<file path="src/rtl/gamepad_pmod_pkg.sv">
// Definitions shared by the gamepad Pmod transmitter and receiver: button
// bit positions, frame geometry, link state encoding and frame packing.
package gamepad_pmod_pkg;

  localparam int CTRL_BITS  = 12;
  localparam int FRAME_BITS = 2 * CTRL_BITS;

  localparam logic [CTRL_BITS-1:0] ABSENT_WORD = 12'hFFF;

  localparam int BTN_B      = 11;
  localparam int BTN_Y      = 10;
  localparam int BTN_SELECT = 9;
  localparam int BTN_START  = 8;
  localparam int BTN_UP     = 7;
  localparam int BTN_DOWN   = 6;
  localparam int BTN_LEFT   = 5;
  localparam int BTN_RIGHT  = 4;
  localparam int BTN_A      = 3;
  localparam int BTN_X      = 2;
  localparam int BTN_L      = 1;
  localparam int BTN_R      = 0;

  typedef enum logic [2:0] {
    IDLE     = 3'd0,
    SHIFT_LO = 3'd1,
    SHIFT_HI = 3'd2,
    LATCH    = 3'd3,
    TAIL     = 3'd4
  } pmod_state_e;

  // Controller 2 goes in the upper half so it is shifted out first and
  // controller 1 ends up in the receiver's low 12 bits.
  function automatic logic [FRAME_BITS-1:0] pack_frame(
    input logic [CTRL_BITS-1:0] buttons1,
    input logic [CTRL_BITS-1:0] buttons2,
    input logic                 present1,
    input logic                 present2
  );
    logic [CTRL_BITS-1:0] w1;
    logic [CTRL_BITS-1:0] w2;
    w1 = present1 ? buttons1 : ABSENT_WORD;
    w2 = present2 ? buttons2 : ABSENT_WORD;
    return {w2, w1};
  endfunction

endpackage

</file>
<file path="src/rtl/gamepad_pmod_tx.sv">
// Transmit end of the gamepad Pmod link: serialises two 12-bit button words
// MSB-first on pmod_clk/pmod_data and commits them with a latch strobe.
//
//   state    | meaning
//   ---------+-----------------------------------------------------------
//   IDLE     | pins low, waiting for i_send
//   SHIFT_LO | pmod_clk low, pmod_data = current MSB (CLK_DIV cycles)
//   SHIFT_HI | pmod_clk high, data held; shift word on exit (CLK_DIV cycles)
//   LATCH    | pmod_latch high, commits frame in receiver (CLK_DIV cycles)
//   TAIL     | all pins low before o_done and return to IDLE (CLK_DIV cycles)
module gamepad_pmod_tx
  import gamepad_pmod_pkg::*;
#(
  parameter int CLK_DIV  = 4,
  parameter int NUM_BITS = 24
) (
  input  logic                 clk,
  input  logic                 rst,
  input  logic                 i_send,
  input  logic [CTRL_BITS-1:0] i_buttons1,
  input  logic [CTRL_BITS-1:0] i_buttons2,
  input  logic                 i_present1,
  input  logic                 i_present2,
  output logic                 o_pmod_latch,
  output logic                 o_pmod_clk,
  output logic                 o_pmod_data,
  output logic                 o_busy,
  output logic                 o_done
);

  // The receiver needs a 2-FF synchroniser plus edge detect per pmod_clk edge.
  if (CLK_DIV < 4) begin : g_bad_clk_div
    $error("gamepad_pmod_tx: CLK_DIV must be >= 4");
  end
  if (NUM_BITS != FRAME_BITS) begin : g_bad_num_bits
    $error("gamepad_pmod_tx: NUM_BITS must equal 2 x CTRL_BITS");
  end

  localparam int                PH_W     = $clog2(CLK_DIV);
  localparam logic [PH_W-1:0]   PH_LOAD  = PH_W'(CLK_DIV - 1);
  localparam logic [4:0]        LAST_BIT = 5'(NUM_BITS - 1);

  pmod_state_e            state_q, state_d;
  logic [PH_W-1:0]        phase_q, phase_d;
  logic [4:0]             bit_q, bit_d;
  logic [FRAME_BITS-1:0]  word_q, word_d;
  logic                   latch_q, latch_d;
  logic                   pclk_q, pclk_d;
  logic                   data_q, data_d;
  logic                   busy_q, busy_d;
  logic                   done_q, done_d;
  logic                   ph_tc;

  assign ph_tc = (phase_q == '0);

  always_ff @(posedge clk) begin
    if (rst) begin
      state_q <= IDLE;
      phase_q <= '0;
      bit_q   <= '0;
      word_q  <= '0;
      latch_q <= 1'b0;
      pclk_q  <= 1'b0;
      data_q  <= 1'b0;
      busy_q  <= 1'b0;
      done_q  <= 1'b0;
    end else begin
      state_q <= state_d;
      phase_q <= phase_d;
      bit_q   <= bit_d;
      word_q  <= word_d;
      latch_q <= latch_d;
      pclk_q  <= pclk_d;
      data_q  <= data_d;
      busy_q  <= busy_d;
      done_q  <= done_d;
    end
  end

  always_comb begin
    state_d = state_q;
    phase_d = phase_q;
    bit_d   = bit_q;
    word_d  = word_q;
    done_d  = 1'b0;

    case (state_q)
      IDLE: begin
        phase_d = '0;
        if (i_send) begin
          word_d  = pack_frame(i_buttons1, i_buttons2, i_present1, i_present2);
          phase_d = PH_LOAD;
          bit_d   = '0;
          state_d = SHIFT_LO;
        end
      end
      SHIFT_LO: begin
        if (ph_tc) begin
          phase_d = PH_LOAD;
          state_d = SHIFT_HI;
        end else begin
          phase_d = phase_q - 1'b1;
        end
      end
      SHIFT_HI: begin
        if (ph_tc) begin
          phase_d = PH_LOAD;
          word_d  = {word_q[FRAME_BITS-2:0], 1'b0};
          if (bit_q == LAST_BIT) begin
            bit_d   = '0;
            state_d = LATCH;
          end else begin
            bit_d   = bit_q + 1'b1;
            state_d = SHIFT_LO;
          end
        end else begin
          phase_d = phase_q - 1'b1;
        end
      end
      LATCH: begin
        if (ph_tc) begin
          phase_d = PH_LOAD;
          state_d = TAIL;
        end else begin
          phase_d = phase_q - 1'b1;
        end
      end
      TAIL: begin
        if (ph_tc) begin
          phase_d = '0;
          done_d  = 1'b1;
          state_d = IDLE;
        end else begin
          phase_d = phase_q - 1'b1;
        end
      end
      default: begin
        phase_d = '0;
        state_d = IDLE;
      end
    endcase

    // Pins are decoded from the next state so they register in step with it.
    pclk_d  = (state_d == SHIFT_HI);
    latch_d = (state_d == LATCH);
    data_d  = ((state_d == SHIFT_LO) || (state_d == SHIFT_HI)) && word_d[FRAME_BITS-1];
    busy_d  = (state_d != IDLE);
  end

  assign o_pmod_latch = latch_q;
  assign o_pmod_clk   = pclk_q;
  assign o_pmod_data  = data_q;
  assign o_busy       = busy_q;
  assign o_done       = done_q;

endmodule

</file>
<file path="config.mk">
export PLATFORM = sky130hd
export DESIGN_NAME = gamepad_pmod_tx
export DESIGN_NICKNAME = d
export VERILOG_FILES = /design/src/rtl/gamepad_pmod_pkg.sv /design/src/rtl/gamepad_pmod_tx.sv
export SDC_FILE = /design/constraint.sdc
export NUM_CORES = 1
export LEC_CHECK = 0
export ABC_AREA = 1
export CAP_MARGIN = 25
export CORE_ASPECT_RATIO = 0.5
export CORE_MARGIN = 8
export CORE_UTILIZATION = 35
export DETAILED_ROUTE_END_ITERATION = 10
export HOLD_SLACK_MARGIN = 0.03
export PLACE_DENSITY = 0.63
export SETUP_SLACK_MARGIN = 0.02
export SYNTH_ARGS = -nofsm -noshare
export SYNTH_HDL_FRONTEND = slang
export SYNTH_SLANG_ARGS = --single-unit
export TNS_END_PERCENT = 20
</file>
<file path="constraint.sdc">
create_clock -name clk -period 1.8 [get_ports clk]
set_input_delay 0.36 -clock clk [delete_from_list [all_inputs] [get_ports clk]]
set_output_delay 0.36 -clock clk [all_outputs]
set_load 0.05 [all_outputs]
</file>
* Word-level counts from Yosys, hierarchy flattened
Cells that the tools add are included.
** Word-level totals
- Register bits after elaboration :: 39
- Input bits :: 29
- Output and inout bits :: 5
- Logic and storage cells :: 53
** Cells by class
- $add $sub $neg :: 2
- Equal/unequal tests :: 10
- Mux-type cells :: 21
- Bitwise operators :: 1
- Reductions and logical operators :: 9
** Operator list (number)
- $mux 24 :: 2
- $pmux 24 s2 :: 1
- $mux 12 :: 2
- $mux 3 :: 5
- $mux 5 :: 3
- $pmux 3 s5 :: 1
- $eq 3x2->1 const B :: 4
- $pmux 5 s2 :: 1
- $mux 2 :: 4
- $eq 3x1->1 const B :: 2
- $pmux 2 s3 :: 1
- $add 5x1->5 const B :: 1
- $eq 5x5->1 const B :: 1
- $ne 2x2->1 const B :: 2
- $eq 3x3->1 const B :: 1
- $logic_not 3->1 :: 1
- $reduce_and 3->1 :: 1
- $reduce_bool 3->1 :: 1
- $reduce_or 3->1 :: 1
- $logic_not 2->1 :: 1
- $reduce_bool 2->1 :: 1
- $reduce_or 2->1 :: 1
- $sub 2x1->2 const B :: 1
- $logic_and 1x1->1 :: 1
- 3 further kinds :: 3

* Logic depth before layout (Yosys ltp)
Gate-level depths: netlist of run 1.
- Word-level depth :: 7
- Mapped depth :: 11
- Mapped depth without buffers :: 10

* Worst setup path before layout of run 1
No wires, ideal clock.
- Path kind :: register -> register
- From :: register phase_q[0]
- To :: register word_q[19]
- Arrival :: 1371 ps
- Required time :: 1723 ps
- Setup slack :: 352 ps
- Stages on the path, launching flop included :: 10
- Period minus slack after synthesis :: 1448 ps
- Cell sequence :: dfxtp_1 > inv_1 > ha_1 > buf_2 > nand2_2 > nor2_8 > nor2_8 > buf_12 > nand2_2 > a31oi_2
** On the way
- Cells in the longest elaborated chain, start to end :: 3
** Ends and longest elaborated chain
- start: declaration :: line gamepad_pmod_tx.sv:44 : logic [PH_W-1:0] phase_q, phase_d;
- start signal: assignment :: line gamepad_pmod_tx.sv:69 : phase_q <= phase_d;
- $logic_not 2->1 :: line gamepad_pmod_tx.sv:54 : assign ph_tc = (phase_q == '0);
- via ph_tc :: line gamepad_pmod_tx.sv:52 : logic ph_tc;
- $ne 2x2->1 (no source line)
- $reduce_and 3->1 (no source line)
- end signal: assignment :: line gamepad_pmod_tx.sv:71 : word_q <= word_d;
- end: declaration :: line gamepad_pmod_tx.sv:46 : logic [FRAME_BITS-1:0] word_q, word_d;
The timed path passes the listed nets, and every way through them passes these cells.
A chain may end at the register's enable or synchronous reset.

* Final worst setup path of run 1
- From :: register phase_q[0]
- To :: register word_q[16]
The elaborated chain is that of the path after synthesis.

==> impl_metrics.toml, run 1 <==
[status]
status = "finished, final reports clean"

[synth]
synth-edff-count = 0
async_flop_share_pct = 0
syn_area_sq_um = 2000
synthXorXnorAreaFrac_pct = 0.438
synthSimpleGateAreaFrac_pct = 26.8
synth_commonest_cells = "58 x nand2_1, 39 x dfxtp_1, 25 x o21ai_0"
synth_top_cell_by_area = "dfxtp_1"
synth.area.top_cells = "dfxtp_1 39%, a31oi_2 12%, nand2_1 11%"
synth_ff_type = "dfxtp_1"
synth_compound_area_share_pct = 22.5
ys_warn_count = 0
ys_seq_elements = 39
synthMuxAreaShare_pct = 0
synth_top_family_by_area = "simple AND/OR/NAND/NOR gates"
syn_nets = 280
avgSynthCellArea_sq_um = 8.10
yosysSeqAreaShare_pct = 39.0
yosysMostFrequentCell = "nand2_1"
syn_inst = 247
ys_types = 29
synth_fa_ha_area_share_pct = 2.50
synth_top_area_share_pct = 39.0

[critical_path]
required_ns = 2.01
crit_path_start_kind = "register"
regToRegSetupSlack_ns = 0.23
worstSetupEndpointType = "register"
cp.arrival_ns = 1.77
crit_fanout = 13
critical_path_class = "register to register"

[clocking]
insertion_delay_ns = 0.28
post_cts_resize_count = 0
cts.sinks = 39
cts_setup_buffers = 0
hold_buffers = 0
root_buffer = "clkbuf_16"
max-clock-path-buffers = 2
ctsHtreeMaxLevel = 2
cts_made_buffers = 5
cts_tree = "built"
cts.reportedPaths.clkPinSlew_ns = 0.06

[timing]
worstMarginPinSlew_ns = 0.344
fmaxAchievable_mhz = 638
period_share_pct = 87.1
slew-limit-headroom_pct = 76.9
period_minus_slack_ns = 1.57
setup_viol = 0
tns_ns = 0
rsz0062_at_grt = "false"
whs_ns = 0.469
worst_clock_skew_ns = 0.00731
hold_violations = 0
slew_violations = 0

[route]
drt_iter0_drc = 80
first_pass_iters = 4
routed_wl_microns = 4340
drc_errors = 0
dr_total_vias = 1694
detail_route.wl_per_cell_microns = 12.2
ant_nets = 0
via_per_inst = 4.76

[final_layout]
utilization_pct = 46.4
stdcell_count = 356
area_delta_synth_final_pct = 27.3
diodes = 0
drive_above_1_share_pct = 25.1
layout.nets = 315

[power]
pwr-share-seq_pct = 39.3
p_int_uw = 1840
p_comb_share_pct = 25.9
cellPowerDensity_nw_per_um2 = 1040
irDropWorstVdd_uv = 436
swShare_pct = 30.2
p_switching_uw = 797
clockPowerShare_pct = 34.8
p_leak_uw = 0.000974

[global_route]
antenna_found_initial = 0
grt_pass1_vias = 1713
grt_start_max_net_pins = 31
grt-ovfl-total = 0
grt.total_usage_pct = 10.8
grt_pass1_wl_microns = 7680

[floorplanning]
start_util_pct = 36.4
ios = 34
die_w_microns = 123
rows = 19
core_region_area_sq_um = 5490
dieArea_sq_um = 8540
dieHeight_microns = 69.5

[job]
max_cap_viol_count = 0

[worst_hold_path]
hp-class = "register to register"

[placed_design]
post-dp-hpwl_microns = 3130
place_congestion = 0.780
dp_cells = 348
port_buffers = 33
-- placed cells by master, fill, tap and decap left out, types with 4 or more instances in the layout --
master / Yosys / final
nand2_1: 58 / 58
o21ai_1: 5 / 5
a31oi_2: 19 / 19
ha_1: 4 / 4
nand3_1: 7 / 7
buf_4: 4 / 10
o21ai_0: 25 / 25
a21oi_1: 5 / 5
nand2_2: 22 / 22
clkdlybuf4s50_1: 0 / 28
inv_1: 17 / 17
nor2_1: 16 / 16
dfxtp_1: 39 / 39
clkbuf_16: 0 / 5
inv_2: 4 / 4
-- state kept, by name (all words and copies together), names as in the netlist --
register,flops
word_q,24
bit_q,5
state_q,3
phase_q,2
o_busy,1
o_done,1
o_pmod_clk,1
o_pmod_data,1
o_pmod_latch,1
-- cells by family (layout without fill, tap and decap cells) --
family / after synthesis / in the layout
compound gates: 59 / 59
buf+inv: 33 / 69
simple gates: 111 / 111
fa+ha+maj: 4 / 4
flops: 39 / 39
xor+xnor: 1 / 1
-- worst max-delay path, cell delays in order, from the launching register on --
cell and delay, ns:
dfxtp_1 0.31, inv_1 0.09, ha_1 0.20, nand2_2 0.12, nor2_8 0.26, buf_4 0.24
nand2_1 0.10, a31oi_2 0.17
-- final cells by class --
class / count / area [sq um]
Multi-Input combinational cell: 175 / 1040
Inverter: 21 / 78.8
Clock buffer: 8 / 156
Sequential cell: 39 / 781
Fill cell: 557 / 2940
Tap cell: 73 / 91.3
Timing Repair Buffer: 40 / 395
-- through the flow --
step,cell area (sq um),total power [uW],setup slack [ns]
global route,2550,2780,0.0885
floorplan,2000,1570,0.352
CTS,2550,2670,0.216
global placement,2390,1730,0.0898
finish,2550,2640,0.232
detailed placement,2390,1740,0.0630
-- final timing paths --
path	start	to	depth (start not counted)
max	phase_q[0]	word_q[16]	7
min reg2reg	word_q[0]	word_q[0]	2
max reg2reg	phase_q[0]	word_q[16]	7
min	word_q[0]	word_q[0]	2
-- per-layer routing --
metal	vias up	wire length, microns	track usage [%]	part of all wire [%]
met4	0	46	3.62	1.1
met3	4	165	3.09	3.8
li1	878	-	-	-
met5	-	0	0	0
met1	787	2050	13.1	47
met2	25	2080	17.9	48
-- power groups by stage --
stage / logic [uW] / clock network, uW / registers (uW)
floorplan: 477 / 0 / 1090
global route: 758 / 976 / 1050
CTS: 691 / 943 / 1040
global placement: 675 / 0 / 1050
finish: 685 / 919 / 1040
detailed placement: 688 / 0 / 1050
Power figures use the tool's default switching activity.
==> run 2: changes to the inputs <==
--- a/config.mk
+++ b/config.mk
@@ -12,6 +12,7 @@
 export CORE_UTILIZATION = 35
 export DETAILED_ROUTE_END_ITERATION = 10
 export HOLD_SLACK_MARGIN = 0.03
+export MAX_ROUTING_LAYER = met4
 export PLACE_DENSITY = 0.63
 export SETUP_SLACK_MARGIN = 0.02
 export SYNTH_ARGS = -nofsm -noshare
==> impl_metrics.toml, run 2 (synthesis gave the netlist of run 1 again) <==
[final_layout]
diodes = 0
n_fill_cell = 557
largest_reg_flops = 24
drive_above_1_share_pct = 25.1
design_area_sq_um = 2550
final_cell_mix = "58 x nand2_1, 39 x dfxtp_1, 28 x clkdlybuf4s50_1"
largestRegisters = "word_q (24), bit_q (5), state_q (3)"
layout_commonest_cell = "nand2_1"
top_register = "word_q"
utilization_pct = 46.4
area_delta_synth_final_pct = 27.3
layout.nets = 315

[critical_path]
critPathTopFamily = "simple AND/OR/NAND/NOR gates"
ff2ff_path_depth = 7
crit_path_end = "word_q[16]"
rr_startpoint = "phase_q[0]"
cp.arrival_ns = 1.77
regToRegSetupSlack_ns = 0.23
worstSetupEndpointType = "register"
path_cells = "inv_1, ha_1, nand2_2, nor2_8, buf_4, nand2_1, a31oi_2"
required_ns = 2.01
crit_start = "phase_q[0]"
critical_path_class = "register to register"
slowest_delay_ns = 0.31
path_depth = 7
cpMaxStageDelayCell = "dfxtp_1"
r2r-end = "word_q[16]"
cp.buffers_inverters = 2
crit_path_start_kind = "register"
crit_fanout = 13

[floorplanning]
dieArea_sq_um = 8540
rows = 19
core_region_area_sq_um = 5490
start_util_pct = 36.4
dieHeight_microns = 69.5
die_w_microns = 123
ios = 34

[power]
p_comb_share_pct = 26.0
cellPowerDensity_nw_per_um2 = 1040
p_total_uw = 2640
clockPowerShare_pct = 34.8
p_int_uw = 1840
p_switching_uw = 797
irDropWorstVdd_uv = 436
p_leak_uw = 0.000974
pwr-share-seq_pct = 39.3
swShare_pct = 30.2

[placed_design]
place_congestion = 0.791
post-dp-hpwl_microns = 3130
port_buffers = 33
dpl_cell_area_sq_um = 2390

[route]
dr_total_vias = 1698
first_pass_iters = 4
ant_nets = 0
drc_errors = 0
routed_wl_microns = 4340
detail_route.wl_per_cell_microns = 12.2
via_per_inst = 4.77
drt_iter0_drc = 79

[clocking]
insertion_delay_ns = 0.28
root_buffer = "clkbuf_16"
post_cts_resize_count = 0
max-clock-path-buffers = 2
cts.sinks = 39
cts.reportedPaths.clkPinSlew_ns = 0.06
cts_made_buffers = 5
hold_buffers = 0
ctsHtreeMaxLevel = 2
cts_setup_buffers = 0
cts_tree = "built"

[timing]
slew-limit-headroom_pct = 75.8
hold_violations = 0
worstMarginPinSlew_ns = 0.363
setup_viol = 0
slew_violations = 0
worst_clock_skew_ns = 0.00743
tns_ns = 0
fmaxAchievable_mhz = 638
period_minus_slack_ns = 1.57
whs_ns = 0.469
period_share_pct = 87.0
rsz0062_at_grt = "false"

[global_route]
grt_start_max_net_pins = 31
grt.total_usage_pct = 11.1
grt-ovfl-total = 0
grt_pass1_vias = 1713
antenna_found_initial = 0
grt_pass1_wl_microns = 7680

[worst_hold_path]
hp-class = "register to register"

[job]
max_cap_viol_count = 0

[status]
status = "finished, final reports clean"
## run 2: cell counts in the layout (fill, tap and decap cells not counted)
No cell type changed its count.
## run 2: power by group through the flow
stage | Combinational, uW | Clock [uW] | Sequential, uW
after floorplan | 477 | 0 | 1090
after global placement | 675 | 0 | 1050
after detailed placement | 688 | 0 | 1050
after CTS | 691 | 943 | 1040
final | 685 | 919 | 1040
after global routing | 758 | 976 | 1050
## run 2: how the worst min path moves through the flow
stage,from,endpoint,cells after the start
floorplan,word_q[0],word_q[0],2
global placement,word_q[0],word_q[0],2
detailed placement,word_q[0],word_q[0],2
CTS,word_q[0],word_q[0],2
global route,word_q[0],word_q[0],2
finish,word_q[0],word_q[0],2
## run 2: area by class of cell
class	count	area (sq um)	share of cell area, %
repair buffers	40	395	15.5
multi-input cells	175	1040	41.0
flip-flops and latches	39	781	30.6
well taps	73	91.3	3.59
clock buffers	8	156	6.14
inverters	21	78.8	3.09
## run 2: worst min-delay path, stage by stage (launching register included)
cell,delay [ns]
dfxtp_1,0.32
nand2_2,0.07
a21oi_2,0.04
## run 2: routing by layer
layer / track usage [%] / up-vias / wire (microns)
met3: 2.92 / 4 / 136
met1: 13.2 / 791 / 2070
li1: - / 880 / -
met5: - / - / 0
met2: 17.9 / 23 / 2080
met4: 3.62 / 0 / 47
## run 2: stage by stage
stage	setup WS [ns]	cells
finish	0.234	356
global route	0.0885	356
CTS	0.216	356
detailed placement	0.0630	348
global placement	0.0898	348
floorplan	0.352	247
